==> src/rtl/bool_eval_sweep_ctrl_if.sv <==
// ---------------------------------------------------------------------------
// bool_eval_sweep_ctrl_if
// Groups the sweep controller's control/result signals.
//   start        request a sweep (sampled only while the controller is idle)
//   y_i          output of the switch-level evaluator (4-state, may float)
//   vec_o        {a,b,c,d} drive to the evaluator
//   busy         sweep in progress
//   done         one-cycle completion pulse
//   truth_table  captured y per vector
//   mismatch_cnt vectors that differed from the expected table (0..16)
//   pass         1 iff no mismatches and no X/Z sample
//   xz_seen      sticky, some sample was neither 0 nor 1
// Modports: slave = sweep controller, master = test/control side.
// ---------------------------------------------------------------------------
interface bool_eval_sweep_ctrl_if;
    logic        start;
    logic        y_i;
    logic [3:0]  vec_o;
    logic        busy;
    logic        done;
    logic [15:0] truth_table;
    logic [4:0]  mismatch_cnt;
    logic        pass;
    logic        xz_seen;

    modport slave (
        input  start, y_i,
        output vec_o, busy, done, truth_table, mismatch_cnt, pass, xz_seen
    );

    modport master (
        output start, y_i,
        input  vec_o, busy, done, truth_table, mismatch_cnt, pass, xz_seen
    );
endinterface

==> src/rtl/bool_eval_sweep_ctrl.sv <==
// ---------------------------------------------------------------------------
// bool_eval_sweep_ctrl
// Walks the switch-level evaluator (y = a.b + c.d) through all 16 input
// vectors, holds each for SETTLE_CYCLES clocks, samples y, builds a truth
// table and compares it with EXPECTED_TT.
// Ports:
//   clk    rising-edge clock
//   rst_n  asynchronous active-low reset
//   bus    bool_eval_sweep_ctrl_if.slave (start, y_i in; vec_o, busy, done,
//          truth_table, mismatch_cnt, pass, xz_seen out)
// Optional feature macro: SWEEP_ABORT_ON_FAIL_EN -- when defined the first
// mismatching (or X/Z) sample ends the sweep.
// ---------------------------------------------------------------------------
module bool_eval_sweep_ctrl #(
    parameter int unsigned SETTLE_CYCLES = 2,
    parameter logic [15:0] EXPECTED_TT   = 16'hF888
) (
    input  logic                  clk,
    input  logic                  rst_n,
    bool_eval_sweep_ctrl_if.slave bus
);

    if (SETTLE_CYCLES < 1 || SETTLE_CYCLES > 15) begin : g_settle_range
        $error("SETTLE_CYCLES must be in 1..15");
    end

    localparam logic [1:0] IDLE   = 2'd0;
    localparam logic [1:0] SETTLE = 2'd1;
    localparam logic [1:0] SAMPLE = 2'd2;
    localparam logic [1:0] DONE   = 2'd3;

    localparam logic [3:0] SETTLE_LAST = 4'(SETTLE_CYCLES - 1);

    logic [1:0]  state_q;
    logic [3:0]  cnt_q;
    logic [3:0]  vec_q;
    logic        busy_q;
    logic        done_q;
    logic [15:0] tt_q;
    logic [4:0]  mc_q;
    logic        pass_q;
    logic        xz_q;

    logic        sample_xz;
    logic        sample_mis;

    // Case equality so a floating/contended y_i is caught rather than
    // silently compared as 0 or 1.
    always_comb begin
        sample_xz  = (bus.y_i !== 1'b0) && (bus.y_i !== 1'b1);
        sample_mis = sample_xz || (bus.y_i !== EXPECTED_TT[vec_q]);
    end

    always_ff @(posedge clk or negedge rst_n) begin
        if (!rst_n) begin
            state_q <= IDLE;
            cnt_q   <= '0;
            vec_q   <= '0;
            busy_q  <= 1'b0;
            done_q  <= 1'b0;
            tt_q    <= '0;
            mc_q    <= '0;
            pass_q  <= 1'b0;
            xz_q    <= 1'b0;
        end else begin
            done_q <= 1'b0;
            case (state_q)
                IDLE: begin
                    vec_q <= '0;
                    if (bus.start) begin
                        tt_q    <= '0;
                        mc_q    <= '0;
                        xz_q    <= 1'b0;
                        pass_q  <= 1'b0;
                        cnt_q   <= '0;
                        busy_q  <= 1'b1;
                        state_q <= SETTLE;
                    end
                end
                SETTLE: begin
                    cnt_q <= cnt_q + 4'd1;
                    if (cnt_q == SETTLE_LAST) begin
                        state_q <= SAMPLE;
                    end
                end
                SAMPLE: begin
                    tt_q[vec_q] <= (bus.y_i === 1'b1);
                    if (sample_xz) begin
                        xz_q <= 1'b1;
                    end
                    if (sample_mis && mc_q != 5'd16) begin
                        mc_q <= mc_q + 5'd1;
                    end
`ifdef SWEEP_ABORT_ON_FAIL_EN
                    if (sample_mis || vec_q == 4'd15) begin
`else
                    if (vec_q == 4'd15) begin
`endif
                        state_q <= DONE;
                    end else begin
                        vec_q   <= vec_q + 4'd1;
                        cnt_q   <= '0;
                        state_q <= SETTLE;
                    end
                end
                DONE: begin
                    done_q  <= 1'b1;
                    busy_q  <= 1'b0;
                    pass_q  <= (mc_q == 5'd0) && !xz_q;
                    vec_q   <= '0;
                    state_q <= IDLE;
                end
                default: state_q <= IDLE;
            endcase
        end
    end

    assign bus.vec_o        = vec_q;
    assign bus.busy         = busy_q;
    assign bus.done         = done_q;
    assign bus.truth_table  = tt_q;
    assign bus.mismatch_cnt = mc_q;
    assign bus.pass         = pass_q;
    assign bus.xz_seen      = xz_q;

endmodule

==> src/flat_wrapper.sv <==
// flat-port wrapper written by rule: the top's interface ports become plain ports
module bool_eval_sweep_ctrl_flat 
#(
    parameter int unsigned SETTLE_CYCLES = 2,
    parameter logic [15:0] EXPECTED_TT   = 16'hF888
)
  (clk, rst_n, bus_start, bus_y_i, bus_vec_o, bus_busy, bus_done, bus_truth_table, bus_mismatch_cnt, bus_pass, bus_xz_seen);
  bool_eval_sweep_ctrl_if bus_i ();
  input  logic clk;
  input  logic rst_n;
  input wire logic [$bits(bus_i.start)-1:0] bus_start;
  input wire logic [$bits(bus_i.y_i)-1:0] bus_y_i;
  output wire logic [$bits(bus_i.vec_o)-1:0] bus_vec_o;
  output wire logic [$bits(bus_i.busy)-1:0] bus_busy;
  output wire logic [$bits(bus_i.done)-1:0] bus_done;
  output wire logic [$bits(bus_i.truth_table)-1:0] bus_truth_table;
  output wire logic [$bits(bus_i.mismatch_cnt)-1:0] bus_mismatch_cnt;
  output wire logic [$bits(bus_i.pass)-1:0] bus_pass;
  output wire logic [$bits(bus_i.xz_seen)-1:0] bus_xz_seen;
  assign bus_i.start = bus_start;
  assign bus_i.y_i = bus_y_i;
  assign bus_vec_o = bus_i.vec_o;
  assign bus_busy = bus_i.busy;
  assign bus_done = bus_i.done;
  assign bus_truth_table = bus_i.truth_table;
  assign bus_mismatch_cnt = bus_i.mismatch_cnt;
  assign bus_pass = bus_i.pass;
  assign bus_xz_seen = bus_i.xz_seen;
  bool_eval_sweep_ctrl #(.SETTLE_CYCLES(SETTLE_CYCLES), .EXPECTED_TT(EXPECTED_TT)) u_core (.clk(clk), .rst_n(rst_n), .bus(bus_i));
endmodule
==> config.mk <==
export PLATFORM = sky130hd
export DESIGN_NAME = bool_eval_sweep_ctrl_flat
export DESIGN_NICKNAME = d
export VERILOG_FILES = /design/src/rtl/bool_eval_sweep_ctrl_if.sv /design/src/rtl/bool_eval_sweep_ctrl.sv /design/src/flat_wrapper.sv
export SDC_FILE = /design/constraint.sdc
export NUM_CORES = 1
export LEC_CHECK = 0
export BUFFER_PORTS_ARGS = -buffer_cell sky130_fd_sc_hd__buf_4
export CAP_MARGIN = 5
export CORE_UTILIZATION = 56
export CTS_CLUSTER_DIAMETER = 60
export DETAILED_ROUTE_END_ITERATION = 10
export PLACE_DENSITY = 0.77
export SYNTH_ARGS = -nofsm -noshare
export SYNTH_HDL_FRONTEND = slang
export SYNTH_SLANG_ARGS = --single-unit
==> constraint.sdc <==
create_clock -name clk -period 2.6 [get_ports clk]
set_clock_uncertainty 0.15 [all_clocks]
set_input_delay 0.39 -clock clk [delete_from_list [all_inputs] [get_ports clk]]
set_output_delay 0.39 -clock clk [all_outputs]
set_load 0.05 [all_outputs]
# [After elaboration in Yosys (flattened, before gate mapping)]
# Memories as Yosys holds them, arrays and structs flattened.
# Cells that the tools add are included.
[classes] add_sub_neg=3 n_lt_le_gt_ge=2 eq_ne=15 muxes=25 reduce_logical=20
[ops] cell="16-bit case mux with 2 select lines" count=1
[ops] cell="16-bit bitwise mux" count=1
[ops] cell="16-bit two-way mux" count=1
[ops] cell="4-bit two-way mux" count=3
[ops] cell="4-bit case mux with 3 select lines" count=1
[ops] cell="5-bit two-way mux" count=2
[ops] cell="5-bit case mux with 2 select lines" count=1
[ops] cell="3-bit AND reduction" count=3
[ops] cell="4-bit by 1-bit adder with 4-bit output, second input constant" count=2
[ops] cell="2-bit case mux with 4 select lines" count=1
[ops] cell="4-bit case mux with 2 select lines" count=1
[ops] cell="2-bit AND reduction" count=4
[ops] cell="1-bit two-way mux" count=6
[ops] cell="2-bit two-way mux" count=3
[ops] cell="2-bit by 1-bit != test with 1-bit output, second input constant" count=3
[ops] cell="1-bit case mux with 2 select lines" count=3
[ops] cell="2-bit nonzero test" count=3
[ops] cell="5-bit by 1-bit adder with 5-bit output, second input constant" count=1
[ops] cell="5-bit zero test" count=1
[ops] cell="4-bit by 5-bit less-than comparator with 1-bit output, second input constant" count=1
[ops] cell="5-bit != test, second input constant" count=1
[ops] cell="1-bit demux with 4-bit select" count=1
[ops] cell="2-bit equality test, second input constant" count=2
[ops] cell="4-bit by 1-bit equality test with 1-bit output, second input constant" count=1
[ops] cell="13 further kinds" count=18
[totals] regBits=35 rom_bits=16 input_bits=4 out_inout_bits=29 word_cells=75 mem_count=1
[mem_list] memory="(no name shown)" words=16 width=1 read_ports=1 rd_clocked_by_memory_dff=0 wr=0 line_no="bool_eval_sweep_ctrl.sv:51" source="sample_mis = sample_xz || (bus.y_i !== EXPECTED_TT[vec_q]);"

# [Logic depth before layout (Yosys ltp)]
# Gate-level depths: netlist of the first run.
[logic_depth] ltp_word=7 depth_mapped=9 mapped_depth_nobuf=8

# [Least setup slack after synthesis of the first run]
# No wires, ideal clock.
[synth_timing] path_type="register -> register" start="register u_core.vec_q[0] (netlist: u_core.bus.vec_o[0])" end="register u_core.mc_q[4] (netlist: u_core.bus.mismatch_cnt[4])" setup_ps=121 arrival_time_ps=2241 required_time_ps=2329 slack_ps=88 path_stages_with_launch=10 n_path_buf=1 synth_period_minus_slack_ps=2512 path_cell_list="dfrtp_1 -> ha_1 -> buf_6 -> inv_1 -> ha_1 -> nor2b_1 -> or3_4 -> and3_1 -> mux2_1 -> a22o_1"
[synth_via] elab_chain_cells=7
[synth_lines] item="start, declared" line_no="bool_eval_sweep_ctrl.sv:36" source="logic [3:0] vec_q;"
[synth_lines] item="start signal, assigned" line_no="bool_eval_sweep_ctrl.sv:101" source="vec_q <= vec_q + 4'd1;"
[synth_lines] item="memory read 16 x 1 bit"
[synth_lines] item="1-bit two-way mux (not written as such)" line_no="bool_eval_sweep_ctrl.sv:51"
[synth_lines] item="1-bit !== test" line_no="bool_eval_sweep_ctrl.sv:51"
[synth_lines] item="1-bit logical OR" line_no="bool_eval_sweep_ctrl.sv:51"
[synth_lines] item="1-bit logical AND" line_no="bool_eval_sweep_ctrl.sv:91" source="if (sample_mis && mc_q != 5'd16) begin"
[synth_lines] item="2-bit by 1-bit != test with 1-bit output (no source line)"
[synth_lines] item="3-bit AND reduction (no source line)"
[synth_lines] item="end signal, assigned" line_no="bool_eval_sweep_ctrl.sv:92" source="mc_q <= mc_q + 5'd1;"
[synth_lines] item="end, declared" line_no="bool_eval_sweep_ctrl.sv:40" source="logic [4:0] mc_q;"
# No other way between the ends. The select of a mux whose other input is x is not followed.
# A chain may end at the register's enable or synchronous reset.

# [Final worst setup path of the first run]
# Same ends and word-level chain as after synthesis.

==> flow_metrics.py, run 1 <==
metrics = {
    "place": {
        "port_buffers": 32,
        "post-dp-hpwl_um": 3050,
        "placed_cells": 279,
        "gp_congestion": 0.826,
    },
    "timing": {
        "worst_pin_slew_ns": 0.451,
        "setup_viol": 0,
        "drv_slew": 0,
        "min_period_over_period_pct": 91.1,
        "min_period_ns": 2.37,
        "hold_violations": 0,
        "relSlewSlack_pct": 70.0,
        "fmax_ghz": 0.422,
        "setup_tns_ns": 0,
        "rsz0062_at_grt": "false",
    },
    "cts": {
        "clk_path_buf_depth": 2,
        "cts_tree": "done",
        "cts_buffers": 5,
        "clk_root_buffer_cell": "clkbuf_4",
        "cts_resized": 0,
        "cts_sinks": 35,
        "cts_hold_buffers": 1,
        "post_cts_buffers": 0,
        "clk_pin_slew_ns": 0.10,
        "worst_skew_pair.late_latency_ns": 0.34,
        "cts_max_level": 2,
    },
    "yosys": {
        "synth_edf_count": 0,
        "synth_common_cells": "40 x o21ai_0, 35 x dfrtp_1, 15 x ha_1, 15 x nand2_1",
        "synth_area_mm2": 0.00197,
        "synthArstFlopShare_pct": 100,
        "syn_nets": 226,
        "synth_top_area_share_pct": 44.5,
        "yosysTopAreaCell": "dfrtp_1",
        "synth_seq_cells": 35,
        "yosys_warnings": 0,
        "syn_inst": 207,
        "synth_flop_cell": "dfrtp_1",
        "yosysSeqAreaShare_pct": 44.5,
        "yosysMostFrequentCell": "o21ai_0",
        "synthTopCellsByArea": "dfrtp_1 45%, o21ai_0 10%, ha_1 9.5%",
        "yosys.cell_types.count": 36,
        "syn_area_per_cell_um2": 9.50,
    },
    "drt": {
        "wl_per_cell_um": 14.9,
        "drt_iter0_markers": 123,
        "vias_per_cell": 5.80,
        "drc_errors": 0,
        "vias": 1669,
        "final_antenna_net_count": 0,
        "drt-total-wl_um": 4300,
        "dr.pass1.iters": 4,
    },
    "setup_path": {
        "path_cells": "ha_1 -> inv_1 -> ha_1 -> nor2b_1 -> or3_4 -> and3_1 -> mux2_1 -> a22o_1",
        "cp_top_family": "simple AND/OR/NAND/NOR gates",
        "cpMostUsedCell": "ha_1",
        "path_buf_inv": 1,
        "crit_start": "u_core.bus.vec_o[0]",
        "critPathRequiredTime_ns": 2.69,
        "endpoint_kind": "flip-flop",
        "cp_max_fo": 9,
        "worst_setup_path_start_kind": "flip-flop",
        "critical_path_class": "flip-flop to flip-flop",
        "rr_startpoint": "u_core.bus.vec_o[0]",
        "cp.arrival_ns": 2.46,
        "cp_slowest_cell": "dfrtp_1",
        "slowest_delay_ns": 0.47,
    },
    "grt": {
        "track_usage_pct": 26.8,
        "gr-total-overflow": 0,
        "grt_pass1_vias": 1578,
        "antenna_found_initial": 0,
        "grt_max_degree": 36,
        "grt_pass1_wl_um": 7240,
    },
    "status": {
        "outcome": "complete, no violations",
    },
    "power_and_ir_drop": {
        "powerDensity_mw_per_mm2": 920,
        "ir_worst_vdd_v": 0.000550,
        "p_leak_nw": 1.12,
    },
    "worst_hold_path": {
        "worstHoldPathType": "primary input to flip-flop",
        "min-delay-start": "bus_start",
    },
    "floorplan": {
        "rows": 21,
        "io_pins": 33,
        "die_y_um": 61.3,
        "die_area_mm2": 0.00375,
        "start_util_pct": 58.5,
        "die_w_um": 61.3,
        "core-area_mm2": 0.00336,
    },
    "run": {
        "cap_viol_max_count": 0,
    },
    "final_layout": {
        "area_delta_synth_final_pct": 18.0,
        "antenna_cells": 0,
        "drive_gt1_share_pct": 19.0,
        "fin_cells": 288,
        "final_nets": 260,
    },
}
[worst paths after layout]
check                                                   to  slack (ns)  depth (start not counted)
worst max-delay path            u_core.bus.mismatch_cnt[4]        0.23                          8
worst min-delay path                       u_core.bus.pass        0.17                          3
worst max register to register  u_core.bus.mismatch_cnt[4]        0.23                          8
worst min register to register   u_core.bus.truth_table[9]        0.37                          2
max in group asynchronous       u_core.bus.truth_table[13]        1.60                          2
min in group asynchronous       u_core.bus.mismatch_cnt[3]        0.38                          2
[logic make-up (layout without fill, tap and decap cells)]
| group | count (synthesis) | in the layout | synth area share, % |
|---|---|---|---|
| multiplexers | 6 | 6 | 3.31 |
| buffers and inverters | 22 | 57 | 4.58 |
| XOR/XNOR | 1 | 1 | 0.445 |
| AND/OR/NAND/NOR | 53 | 53 | 14.2 |
| AO/OA/AOI/OAI | 75 | 75 | 23.3 |
| flip-flops | 35 | 35 | 44.5 |
| adder cells (fa/ha/maj) | 15 | 15 | 9.54 |
[per-stage QoR]
step / cell area [um^2] / utilization (%) / setup WS (ns) / power (mW) / hold slack, ns
finish: 2320 / 69.0 / 0.230 / 2.13 / 0.171
global route: 2320 / 69.0 / 0.0508 / 2.30 / 0.188
CTS: 2320 / 69.0 / 0.234 / 2.14 / 0.156
detailed placement: 2240 / 66.7 / 0.249 / 1.80 / 0.220
global placement: 2240 / 66.7 / 0.327 / 1.76 / 0.208
floorplan: 1970 / - / 0.0879 / 1.50 / -0.0556
[power by group]
group	internal, mW	switching [mW]	leakage [nW]
clock network	0.159	0.175	0.0386
registers	0.635	0.101	0.475
logic	0.367	0.697	0.609
[registers in the layout, indices dropped and copies added, names as in the netlist]
register                 count
u_core.bus.busy              1
u_core.bus.done              1
u_core.bus.mismatch_cnt      5
u_core.bus.pass              1
u_core.bus.truth_table      16
u_core.bus.vec_o             4
u_core.bus.xz_seen           1
u_core.cnt_q                 4
u_core.state_q               2
[final cells by class]
class | instances | area [um^2]
Clock buffer | 8 | 68.8
Fill cell | 303 | 1040
Inverter | 14 | 52.6
Multi-Input combinational cell | 150 | 1000
Sequential cell | 35 | 876
Tap cell | 46 | 57.6
Timing Repair Buffer | 35 | 265
[tightest hold or removal path, cell delays in order]
cell and delay (ns):
buf_4 0.11, a22oi_1 0.06, o21ai_0 0.07
[placed cells by master, fill, tap and decap left out, types with 2 or more instances in the layout]
master / n
inv_1: 14
clkbuf_8: 2
and2_1: 2
o21ai_0: 40
mux2_2: 3
nand2_1: 15
clkbuf_4: 5
a21boi_0: 14
a21oi_1: 4
ha_1: 15
a22o_1: 5
buf_4: 34
dfrtp_1: 35
mux2i_1: 2
a21o_1: 4
nand4_1: 3
and3_1: 3
nor2_1: 6
nand2b_1: 4
nor3b_1: 2
nand3_1: 7
o21ai_1: 2
nor2b_1: 5
[routing by layer]
| layer | GRT usage [%] | wire length, um | part of all wire [%] | vias up |
|---|---|---|---|---|
| met5 | 0 | 0 | 0 | - |
| met4 | 12.7 | 67 | 1.6 | 0 |
| met3 | 5.46 | 197 | 4.6 | 8 |
| met2 | 43.9 | 2110 | 49 | 37 |
| met1 | 34.1 | 1920 | 45 | 822 |
| li1 | - | - | - | 802 |
(Power assumes the default switching activity.)
==> run 2, diff against run 1 <==
Settings changed: RECOVER_POWER set to 50.
==> run 2 against run 1 <==
Net effect:
- sequential cell count unchanged
- cell count unchanged
- maximum frequency about the same
- total power down 0.51%
- critical path depth unchanged
- routed wire length up 0.12%
- count of clock-buffer cells in the layout unchanged
- setup slack worse by 0.0020 ns
- die area unchanged
- critical endpoint unchanged
==> flow_metrics.py, run 2 (same netlist as run 1, synthesis figures left out) <==
metrics = {
    "final_layout": {
        "antenna_cells": 0,
        "drive_gt1_share_pct": 14.0,
        "mostFrequentLayoutCells": "40 x o21ai_0, 35 x dfrtp_1, 21 x buf_4, 15 x nand2_1, 15 x ha_1",
        "mostFrequentLayoutCell": "o21ai_0",
        "largest_register_ffs": 16,
        "fin_area_mm2": 0.00227,
        "final_nets": 260,
        "area_delta_synth_final_pct": 15.6,
    },
    "cts": {
        "post_cts_buffers": 0,
        "worst_skew_pair.late_latency_ns": 0.34,
        "cts_max_level": 2,
        "cts_buffers": 5,
        "clk_pin_slew_ns": 0.10,
        "clk_path_buf_depth": 2,
        "cts_tree": "done",
        "cts_resized": 0,
        "clk_root_buffer_cell": "clkbuf_4",
        "cts_hold_buffers": 1,
        "cts_sinks": 35,
    },
    "place": {
        "port_buffers": 32,
        "place_ws_ns": 0.249,
        "gp_congestion": 0.826,
        "post-dp-hpwl_um": 3050,
        "postPlaceCellArea_mm2": 0.00224,
    },
    "timing": {
        "relSlewSlack_pct": 42.1,
        "setup_viol": 0,
        "drv_slew": 0,
        "min_period_ns": 2.37,
        "min_period_over_period_pct": 91.2,
        "final.setup.worst_slack_ns": 0.228,
        "setup_tns_ns": 0,
        "rsz0062_at_grt": "false",
        "worst_pin_slew_ns": 0.868,
        "fmax_ghz": 0.422,
        "hold_violations": 0,
    },
    "setup_path": {
        "critical_path_class": "flip-flop to flip-flop",
        "cpMostUsedCell": "ha_1",
        "cp_slowest_cell": "dfrtp_1",
        "cp_max_fo": 9,
        "cp_top_family": "simple AND/OR/NAND/NOR gates",
        "path_cells": "ha_1 -> inv_1 -> ha_1 -> nor2b_1 -> or3_4 -> and3_1 -> mux2_1 -> a22o_1",
        "path_buf_inv": 1,
        "slowest_delay_ns": 0.47,
        "critPathRequiredTime_ns": 2.69,
        "endpoint_kind": "flip-flop",
        "cp.arrival_ns": 2.46,
        "r2r_slack_ns": 0.23,
        "worst_setup_path_start_kind": "flip-flop",
    },
    "grt": {
        "track_usage_pct": 26.8,
        "grt_pass1_wl_um": 7240,
        "antenna_found_initial": 0,
        "grt_max_degree": 36,
        "gr-total-overflow": 0,
        "grt_pass1_vias": 1578,
    },
    "drt": {
        "vias": 1652,
        "drt_iter0_markers": 125,
        "wl_per_cell_um": 14.9,
        "vias_per_cell": 5.74,
        "final_antenna_net_count": 0,
        "drt-total-wl_um": 4300,
        "dr.pass1.iters": 4,
        "drc_errors": 0,
    },
    "floorplan": {
        "die_y_um": 61.3,
        "start_util_pct": 58.5,
        "rows": 21,
        "die_area_mm2": 0.00375,
        "core-area_mm2": 0.00336,
        "io_pins": 33,
        "die_w_um": 61.3,
    },
    "worst_hold_path": {
        "worstHoldPathType": "primary input to flip-flop",
    },
    "run": {
        "cap_viol_max_count": 0,
    },
    "status": {
        "outcome": "complete, no violations",
    },
    "power_and_ir_drop": {
        "powerDensity_mw_per_mm2": 934,
        "ir_worst_vdd_v": 0.000552,
        "p_leak_nw": 1.07,
    },
}
==> run 2: area by class of cell <==
type	count	area, um^2
Fill cell	316	1090
Multi-Input combinational cell	150	1000
Sequential cell	35	876
Timing Repair Buffer	35	218
Clock buffer	8	68.8
Tap cell	46	57.6
Inverter	14	52.6
==> run 2: metrics by stage <==
step	std cells	utilization, %	total power [mW]	hold slack (ns)
after detailed placement	279	66.7	1.80	0.220
after floorplan	207	-	1.50	-0.0556
after CTS	288	69.0	2.14	0.156
after global routing	288	67.6	2.28	0.188
final	288	67.6	2.12	0.172
after global placement	279	66.7	1.76	0.208
==> run 2: per-layer routing <==
layer  wire, um  global-route usage [%]
met1       1990                    34.1
met2       2080                    43.9
met3        163                    5.46
met4         67                    12.7
met5          0                       0
==> run 2: worst register-to-register path: stages (launching register included) <==
cell	delay, ns
dfrtp_1	0.47
ha_1	0.34
inv_1	0.11
ha_1	0.14
nor2b_1	0.05
or3_4	0.38
and3_1	0.16
mux2_1	0.30
a22o_1	0.18
==> run 2: path summary, 6_finish.rpt <==
| check | start | to | cells past startpoint |
|---|---|---|---|
| max | u_core.bus.vec_o[0] | u_core.bus.mismatch_cnt[4] | 8 |
| min | bus_start | u_core.bus.pass | 3 |
| max reg2reg | u_core.bus.vec_o[0] | u_core.bus.mismatch_cnt[4] | 8 |
| min reg2reg | u_core.bus.truth_table[9] | u_core.bus.truth_table[9] | 2 |
| max in group asynchronous | rst_n | u_core.bus.truth_table[13] | 2 |
| min in group asynchronous | rst_n | u_core.bus.pass | 2 |
==> run 2: power by group <==
part	switching [mW]	total [mW]	leakage (nW)	internal (mW)
combinational	0.698	1.05	0.557	0.355
clock	0.176	0.336	0.0386	0.159
sequential	0.100	0.735	0.475	0.635
total	0.975	2.12	1.07	1.15
